## config.mk

```make
export PLATFORM = sky130hd
export DESIGN_NAME = cmd_exec_flat
export DESIGN_NICKNAME = d
export VERILOG_FILES = /design/src/rtl/cmd_icd_pkg.sv /design/src/rtl/cmd_exec_if.sv /design/src/rtl/cmd_decode.sv /design/src/rtl/cmd_exec.sv /design/src/flat_wrapper.sv
export SDC_FILE = /design/constraint.sdc
export NUM_CORES = 1
export LEC_CHECK = 0
export CAP_MARGIN = 20
export CELL_PAD_IN_SITES_DETAIL_PLACEMENT = 0
export CELL_PAD_IN_SITES_GLOBAL_PLACEMENT = 1
export CORE_ASPECT_RATIO = 0.8
export CORE_MARGIN = 2
export CORE_UTILIZATION = 38
export CTS_CLUSTER_DIAMETER = 60
export DETAILED_ROUTE_END_ITERATION = 8
export PLACE_DENSITY = 0.82
export SYNTH_ARGS = -nofsm -noshare
export SYNTH_HDL_FRONTEND = slang
export SYNTH_SLANG_ARGS = --single-unit
```

## constraint.sdc

```tcl
create_clock -name clk -period 3.26 [get_ports clk]
set_input_delay 0.978 -clock clk [delete_from_list [all_inputs] [get_ports clk]]
set_output_delay 0.978 -clock clk [all_outputs]
set_load 0.05 [all_outputs]
```

## src/rtl/cmd_icd_pkg.sv

```systemverilog
// -----------------------------------------------------------------------------
// cmd_icd_pkg
// Shared command-word layout used by the command producer, cmd_exec and
// cmd_decode.
//
// Word layout (32 bits):
//   [31:28] command id (cmd_id_t)
//   BANK : [15:8] value, [3:0] bank enable mask; [27:16] and [7:4] reserved
//   OUT  : [4:0] output select; [27:5] reserved
// -----------------------------------------------------------------------------
package cmd_icd_pkg;

  localparam int CMD_WIDTH      = 32;
  localparam int BANK_VAL_WIDTH = 8;
  localparam int OUT_SEL_WIDTH  = 5;
  localparam int MAX_BANKS      = 4;

  localparam int CMD_ID_MSB   = 31;
  localparam int CMD_ID_LSB   = 28;
  localparam int CMD_ID_WIDTH = CMD_ID_MSB - CMD_ID_LSB + 1;

  localparam int BANK_EN_MSB  = 3;
  localparam int BANK_EN_LSB  = 0;
  localparam int BANK_VAL_MSB = 15;
  localparam int BANK_VAL_LSB = 8;

  localparam int OUT_SEL_MSB  = 4;
  localparam int OUT_SEL_LSB  = 0;

  // Reserved-bit masks per command class.
  localparam logic [CMD_WIDTH-1:0] BANK_RSVD_MASK = 32'h0FFF_00F0;
  localparam logic [CMD_WIDTH-1:0] OUT_RSVD_MASK  = 32'h0FFF_FFE0;

  typedef enum logic [CMD_ID_WIDTH-1:0] {
    CMD_ID_BANK = 4'h0,
    CMD_ID_OUT  = 4'h1
  } cmd_id_t;

endpackage

```

## src/rtl/cmd_exec_if.sv

```systemverilog
// -----------------------------------------------------------------------------
// cmd_exec_if
// Command-word channel into cmd_exec.
//   cmd_valid : producer has a word on cmd_data
//   cmd_data  : 32-bit command word
//   cmd_ready : executor can accept a word
// Handshake: a word transfers on a rising clk edge where cmd_valid && cmd_ready.
// cmd_data is don't-care while cmd_valid is low; cmd_ready never depends
// combinationally on cmd_valid.
// Modports: master (producer), slave (executor).
// -----------------------------------------------------------------------------
interface cmd_exec_if;
  import cmd_icd_pkg::*;

  logic                 cmd_valid;
  logic [CMD_WIDTH-1:0] cmd_data;
  logic                 cmd_ready;

  modport master (output cmd_valid, output cmd_data, input  cmd_ready);
  modport slave  (input  cmd_valid, input  cmd_data, output cmd_ready);

endinterface

```

## src/rtl/cmd_decode.sv

```systemverilog
// -----------------------------------------------------------------------------
// cmd_decode
// Purely combinational classifier for one captured command word.
// Build option: CMD_EXEC_STRICT_RSVD_EN -- when defined, nonzero reserved bits
// make a word illegal; otherwise reserved bits are ignored.
// Ports:
//   word_i       : command word
//   is_bank_o    : legal BANK command
//   is_out_o     : legal OUT command
//   is_illegal_o : neither of the above
//   en_o         : bank enable field
//   val_o        : bank value field
//   out_sel_o    : output select field
// -----------------------------------------------------------------------------
module cmd_decode
  import cmd_icd_pkg::*;
#(
  parameter int NUM_BANKS = MAX_BANKS
) (
  input  logic [CMD_WIDTH-1:0]      word_i,
  output logic                      is_bank_o,
  output logic                      is_out_o,
  output logic                      is_illegal_o,
  output logic [MAX_BANKS-1:0]      en_o,
  output logic [BANK_VAL_WIDTH-1:0] val_o,
  output logic [OUT_SEL_WIDTH-1:0]  out_sel_o
);

  // Enable bits at or above NUM_BANKS address banks that do not exist.
  localparam logic [MAX_BANKS-1:0] LEGAL_EN = MAX_BANKS'((1 << NUM_BANKS) - 1);

  logic [CMD_ID_WIDTH-1:0] id;
  logic                    en_bad;
  logic                    bank_rsvd;
  logic                    out_rsvd;
  logic                    bank_rsvd_ok;
  logic                    out_rsvd_ok;

  assign id        = word_i[CMD_ID_MSB:CMD_ID_LSB];
  assign en_o      = word_i[BANK_EN_MSB:BANK_EN_LSB];
  assign val_o     = word_i[BANK_VAL_MSB:BANK_VAL_LSB];
  assign out_sel_o = word_i[OUT_SEL_MSB:OUT_SEL_LSB];

  assign en_bad    = |(en_o & ~LEGAL_EN);
  assign bank_rsvd = |(word_i & BANK_RSVD_MASK);
  assign out_rsvd  = |(word_i & OUT_RSVD_MASK);

`ifdef CMD_EXEC_STRICT_RSVD_EN
  assign bank_rsvd_ok = !bank_rsvd;
  assign out_rsvd_ok  = !out_rsvd;
`else
  logic unused_rsvd;
  assign unused_rsvd  = bank_rsvd ^ out_rsvd;
  assign bank_rsvd_ok = 1'b1;
  assign out_rsvd_ok  = 1'b1;
`endif

  assign is_bank_o    = (cmd_id_t'(id) == CMD_ID_BANK) && !en_bad && bank_rsvd_ok;
  assign is_out_o     = (cmd_id_t'(id) == CMD_ID_OUT) && out_rsvd_ok;
  assign is_illegal_o = !(is_bank_o || is_out_o);

endmodule

```

## src/rtl/cmd_exec.sv

```systemverilog
// -----------------------------------------------------------------------------
// cmd_exec
// Command executor: accepts command words, applies BANK commands to per-bank
// value registers and OUT commands to a select with a timed strobe; rejected
// words pulse err_stb and bump a saturating counter.
// Build option: CMD_EXEC_STRICT_RSVD_EN (see cmd_decode).
// Parameters: NUM_BANKS (1..4), OUT_HOLD_CYCLES (1..256).
// Ports:
//   clk, rst  : clock, asynchronous active-high reset
//   cmd       : command channel (slave side of cmd_exec_if)
//   bank_val  : bank registers, bank i at [8i+7:8i]
//   bank_upd  : one-cycle pulse per bank written
//   out_sel   : last accepted OUT value
//   out_stb   : high OUT_HOLD_CYCLES cycles per OUT command
//   err_stb   : one-cycle pulse per rejected word
//   err_cnt   : saturating rejected-word count
//   busy      : FSM not idle
//   dbg_state : FSM state (0 IDLE, 1 DECODE, 2 HOLD)
// -----------------------------------------------------------------------------
module cmd_exec
  import cmd_icd_pkg::*;
#(
  parameter int NUM_BANKS       = 4,
  parameter int OUT_HOLD_CYCLES = 8
) (
  input  logic                                clk,
  input  logic                                rst,
  cmd_exec_if.slave                           cmd,
  output logic [BANK_VAL_WIDTH*NUM_BANKS-1:0] bank_val,
  output logic [NUM_BANKS-1:0]                bank_upd,
  output logic [OUT_SEL_WIDTH-1:0]            out_sel,
  output logic                                out_stb,
  output logic                                err_stb,
  output logic [7:0]                          err_cnt,
  output logic                                busy,
  output logic [1:0]                          dbg_state
);

  typedef enum logic [1:0] {
    IDLE   = 2'd0,
    DECODE = 2'd1,
    HOLD   = 2'd2
  } exec_state_t;

  localparam logic [7:0] HOLD_LOAD = 8'(OUT_HOLD_CYCLES - 1);

  exec_state_t                                   state_q, state_d;
  logic [CMD_WIDTH-1:0]                          word_q, word_d;
  logic [NUM_BANKS-1:0][BANK_VAL_WIDTH-1:0]      bank_q, bank_d;
  logic [NUM_BANKS-1:0]                          bank_upd_q, bank_upd_d;
  logic [OUT_SEL_WIDTH-1:0]                      out_sel_q, out_sel_d;
  logic                                          out_stb_q, out_stb_d;
  logic [7:0]                                    cnt_q, cnt_d;
  logic                                          err_stb_q, err_stb_d;
  logic [7:0]                                    err_cnt_q, err_cnt_d;

  logic                      dec_is_bank;
  logic                      dec_is_out;
  logic                      dec_is_illegal;
  logic [MAX_BANKS-1:0]      dec_en;
  logic [BANK_VAL_WIDTH-1:0] dec_val;
  logic [OUT_SEL_WIDTH-1:0]  dec_out_sel;
  logic                      ready;

  cmd_decode #(.NUM_BANKS(NUM_BANKS)) u_decode (
    .word_i       (word_q),
    .is_bank_o    (dec_is_bank),
    .is_out_o     (dec_is_out),
    .is_illegal_o (dec_is_illegal),
    .en_o         (dec_en),
    .val_o        (dec_val),
    .out_sel_o    (dec_out_sel)
  );

  // Ready is forced low while rst is asserted, so it rises in the first
  // cycle after release without waiting for a clock edge.
  assign ready         = (state_q == IDLE) && !rst;
  assign cmd.cmd_ready = ready;

  always_comb begin
    state_d    = state_q;
    word_d     = word_q;
    bank_d     = bank_q;
    bank_upd_d = '0;
    out_sel_d  = out_sel_q;
    out_stb_d  = out_stb_q;
    cnt_d      = cnt_q;
    err_stb_d  = 1'b0;
    err_cnt_d  = err_cnt_q;

    unique case (state_q)
      IDLE: begin
        if (cmd.cmd_valid && ready) begin
          word_d  = cmd.cmd_data;
          state_d = DECODE;
        end
      end
      DECODE: begin
        state_d = IDLE;
        if (dec_is_bank) begin
          for (int i = 0; i < NUM_BANKS; i++) begin
            if (dec_en[i]) begin
              bank_d[i]     = dec_val;
              bank_upd_d[i] = 1'b1;
            end
          end
        end else if (dec_is_out) begin
          out_sel_d = dec_out_sel;
          out_stb_d = 1'b1;
          cnt_d     = HOLD_LOAD;
          state_d   = HOLD;
        end else if (dec_is_illegal) begin
          err_stb_d = 1'b1;
          if (err_cnt_q != 8'hFF) begin
            err_cnt_d = err_cnt_q + 8'd1;
          end
        end
      end
      HOLD: begin
        if (cnt_q == 8'd0) begin
          out_stb_d = 1'b0;
          state_d   = IDLE;
        end else begin
          cnt_d = cnt_q - 8'd1;
        end
      end
      default: state_d = IDLE;
    endcase
  end

  always_ff @(posedge clk or posedge rst) begin
    if (rst) begin
      state_q    <= IDLE;
      word_q     <= '0;
      bank_q     <= '0;
      bank_upd_q <= '0;
      out_sel_q  <= '0;
      out_stb_q  <= 1'b0;
      cnt_q      <= '0;
      err_stb_q  <= 1'b0;
      err_cnt_q  <= '0;
    end else begin
      state_q    <= state_d;
      word_q     <= word_d;
      bank_q     <= bank_d;
      bank_upd_q <= bank_upd_d;
      out_sel_q  <= out_sel_d;
      out_stb_q  <= out_stb_d;
      cnt_q      <= cnt_d;
      err_stb_q  <= err_stb_d;
      err_cnt_q  <= err_cnt_d;
    end
  end

  assign bank_val  = bank_q;
  assign bank_upd  = bank_upd_q;
  assign out_sel   = out_sel_q;
  assign out_stb   = out_stb_q;
  assign err_stb   = err_stb_q;
  assign err_cnt   = err_cnt_q;
  assign busy      = (state_q != IDLE);
  assign dbg_state = state_q;

endmodule

```

## src/flat_wrapper.sv

```systemverilog
// flat-port wrapper written by rule: the top's interface ports become plain ports
module cmd_exec_flat import cmd_icd_pkg::*;
#(
  parameter int NUM_BANKS       = 4,
  parameter int OUT_HOLD_CYCLES = 8
)
  (clk, rst, bank_val, bank_upd, out_sel, out_stb, err_stb, err_cnt, busy, dbg_state, cmd_cmd_valid, cmd_cmd_data, cmd_cmd_ready);
  cmd_exec_if cmd_i ();
  input  logic clk;
  input  logic rst;
  output logic [BANK_VAL_WIDTH*NUM_BANKS-1:0] bank_val;
  output logic [NUM_BANKS-1:0] bank_upd;
  output logic [OUT_SEL_WIDTH-1:0] out_sel;
  output logic out_stb;
  output logic err_stb;
  output logic [7:0] err_cnt;
  output logic busy;
  output logic [1:0] dbg_state;
  input wire logic [$bits(cmd_i.cmd_valid)-1:0] cmd_cmd_valid;
  input wire logic [$bits(cmd_i.cmd_data)-1:0] cmd_cmd_data;
  output wire logic [$bits(cmd_i.cmd_ready)-1:0] cmd_cmd_ready;
  assign cmd_i.cmd_valid = cmd_cmd_valid;
  assign cmd_i.cmd_data = cmd_cmd_data;
  assign cmd_cmd_ready = cmd_i.cmd_ready;
  cmd_exec #(.NUM_BANKS(NUM_BANKS), .OUT_HOLD_CYCLES(OUT_HOLD_CYCLES)) u_core (.clk(clk), .rst(rst), .cmd(cmd_i), .bank_val(bank_val), .bank_upd(bank_upd), .out_sel(out_sel), .out_stb(out_stb), .err_stb(err_stb), .err_cnt(err_cnt), .busy(busy), .dbg_state(dbg_state));
endmodule
```

==> impl_metrics.ini <==
[die]
num_rows = 29
boundaryPins = 90
die_width_um = 106
die_area_um2 = 9080
initial_utilization_pct = 39.5
fp.dieH_um = 85.7
placeableCoreArea_um2 = 8020

[power_and_ir_drop]
worst_ir_drop_vdd_v = 0.000472
power.density_cell_area_nw_per_um2 = 1040
total_power_w = 0.00445
p_leak_nw = 1.95

[route]
number_of_optimization_iterations_in_the_first_detailed_route_pass = 4
detail_route.wirelength_um = 6400
via_count = 2101
detail-route-antenna-nets = 0
first_iter_violations = 49
drcViolationCount = 0
vias_per_cell = 4.87
route.detailed.wl_per_inst_um = 14.8

[setup_path]
worst-setup-path-type = in2out
worst-path-max-fanout = 2
cp.arrival_ns = 1.82
startpoint_type = primary input
critical_path_required_ns = 2.28
critPathCaptureType = output pin

[synth]
ys_warn_count = 0
synthesis.area_per_instance_um2 = 13.4
synth-seq-area-share_pct = 61.6
synth.ff_latch_count = 78
postSynthCellCount = 236
async_reset_ff_share_pct = 100
synth_cell_types = 35
syn-cell-area_um2 = 3170
synth_nets = 274
most_frequently_used_flop_master_after_synthesis = sky130_fd_sc_hd__dfrtp_1
synth_edf_count = 0

[clocking]
cts.sinks = 78
htree_levels = 3
tritoncts_buffer_count = 9
clock_path_buffers = 2
tritoncts = yes
clock-root-buffer = sky130_fd_sc_hd__clkbuf_8
postCtsResizedCells = 0
cts.repair_timing.setup_buffer_count = 0
cts_hold_buf = 0
worstSkewPairLatency_ns = 0.35
clkSlewWorstSetupHoldPaths_ns = 0.08

[placed_design]
finalWeightedCongestion = 0.799
portBuffers = 74
dp_hpwl_um = 4410

[final_layout]
proportion_of_layout_cells_with_a_drive_suffix_above_1_pct = 23.5
antenna_cells = 0
utilization_pct = 53.3
nets = 356
area.growth.synth_to_final_pct = 35.0

[global_route]
grt_overflow = 0
grt_max_degree = 79
grt_pass1_vias = 2073
grt_util_all_layers_pct = 15.2
grt_antenna_before_repair = 0
grt_pass1_wl_um = 10700

[flow_run]
max-cap-violations = 0

[sta]
setup_viol_count_final = 0
rsz0062_at_grt = no
clock.fmax_mhz = 357
setup_tns_after_final_layout_ns = 0
finalCriticalPeriod_ns = 2.80
timing_hold_violations_final = 0
fin_clk_skew_ns = 0.00938
final_clock_period_utilization_by_the_worst_path_pct = 85.9
worst_slew_pin_slew_ns = 0.518
relSlewSlack_pct = 65.3
final-max-slew-violation-count = 0

[outcome]
status = completed

[hold_path]
timing.hold.worst.class = reg2reg
## where the power goes
part	switching (W)	leakage, nW	internal, W
sequential	0.000289	1.01	0.00133
combinational	0.00128	0.838	0.000764
clock	0.000353	0.107	0.000436
total	0.00192	1.95	0.00253
## routing by layer
metal	wire length, µm	up-vias	track usage (%)	part of all wire, %
met5	0	-	0	0
met4	73	0	5.86	1.1
met3	353	7	4.71	5.5
met2	2860	59	22.5	45
met1	3110	1042	21.2	49
li1	-	993	-	-
## state kept, by name, summed over array words and instances, names as in the netlist
register,cells
u_core.bank_upd,4
u_core.bank_val,32
u_core.cnt_q,8
u_core.dbg_state,2
u_core.err_cnt,8
u_core.err_stb,1
u_core.out_sel,5
u_core.out_stb,1
u_core.word_q,17
## final timing paths
kind                                                 start                              to  slack, ns  depth (start not counted)
min in group asynchronous                              rst   u_core.err_cnt[6]$_DFFE_PP0P_       1.08                          3
max reg2reg                u_core.dbg_state[1]$_DFFE_PP0P_  u_core.bank_val[9]$_DFFE_PP0P_       1.30                          4
min                           u_core.word_q[4]$_DFFE_PP0P_   u_core.out_sel[4]$_DFFE_PP0P_       0.48                          2
min reg2reg                   u_core.word_q[4]$_DFFE_PP0P_   u_core.out_sel[4]$_DFFE_PP0P_       0.48                          2
max                                                    rst                   cmd_cmd_ready       0.46                          3
max in group asynchronous                              rst  u_core.bank_val[5]$_DFFE_PP0P_       1.88                          3
## layout make-up
cell class,instances,area [µm²]
Fill cell,701,3740
Inverter,10,37.5
Sequential cell,78,1950
Timing Repair Buffer,76,778
Clock inverter,6,93.8
Tap cell,108,135
Clock buffer,10,128
Multi-Input combinational cell,143,1150
## cells in the final DEF (no fill, tap or decap), types with 2 or more instances in the layout
cell                               n
sky130_fd_sc_hd__nand2_2           4
sky130_fd_sc_hd__bufinv_16         2
sky130_fd_sc_hd__mux2_1            2
sky130_fd_sc_hd__o21ai_0           3
sky130_fd_sc_hd__inv_1             9
sky130_fd_sc_hd__a21oi_1           4
sky130_fd_sc_hd__o31ai_1           4
sky130_fd_sc_hd__or4_1             6
sky130_fd_sc_hd__buf_12            2
sky130_fd_sc_hd__clkdlybuf4s50_1  73
sky130_fd_sc_hd__clkinv_4          2
sky130_fd_sc_hd__xor2_1            6
sky130_fd_sc_hd__nor2_1            6
sky130_fd_sc_hd__nor3_1            2
sky130_fd_sc_hd__or3_1             3
sky130_fd_sc_hd__and2_1            2
sky130_fd_sc_hd__nand2b_1          2
sky130_fd_sc_hd__nand3_1           5
sky130_fd_sc_hd__ha_1              3
sky130_fd_sc_hd__nor4_1            3
sky130_fd_sc_hd__dfrtp_1          78
sky130_fd_sc_hd__nor2b_1           3
sky130_fd_sc_hd__clkbuf_8          9
sky130_fd_sc_hd__mux2_2           49
sky130_fd_sc_hd__nand2_1          24
## cells by family (layout without fill, tap and decap cells)
group	count (synthesis)	in the layout	share of synthesized area [%]
flops	78	78	61.6
simple gates	67	67	11.9
mux	52	52	18.5
buf+inv	15	102	2.01
compound gates	14	14	2.88
xor+xnor	7	7	1.94
fa+ha+maj	3	3	1.19
## cells in the mapped netlist, types with 4 or more instances
master | number | area (µm²)
sky130_fd_sc_hd__nor2_1 | 6 | 22.5
sky130_fd_sc_hd__dfrtp_1 | 78 | 1950
sky130_fd_sc_hd__nand2_2 | 4 | 25.0
sky130_fd_sc_hd__nand2_1 | 24 | 90.1
sky130_fd_sc_hd__nand3_1 | 5 | 25.0
sky130_fd_sc_hd__o31ai_1 | 4 | 30.0
sky130_fd_sc_hd__mux2_2 | 49 | 552
sky130_fd_sc_hd__a21oi_1 | 4 | 20.0
sky130_fd_sc_hd__inv_1 | 10 | 37.5
sky130_fd_sc_hd__xor2_1 | 6 | 52.6
sky130_fd_sc_hd__or4_1 | 6 | 45.0
## through the flow
| step | area (µm²) | hold WS (ns) | setup slack (ns) | cells |
|---|---|---|---|---|
| after floorplan | 3170 | 0.435 | 0.287 | 236 |
| after global placement | 4050 | 0.454 | 0.475 | 415 |
| after detailed placement | 4050 | 0.461 | 0.460 | 415 |
| after CTS | 4280 | 0.489 | 0.432 | 431 |
| after global routing | 4280 | 0.525 | 0.401 | 431 |
| final | 4280 | 0.485 | 0.458 | 431 |
## worst max-delay path: stages
cell and delay, ns:
sky130_fd_sc_hd__clkdlybuf4s50_1 0.44, sky130_fd_sc_hd__nor2_1 0.23, sky130_fd_sc_hd__buf_12 0.17
Note: power is estimated with default switching activity, not from simulation.
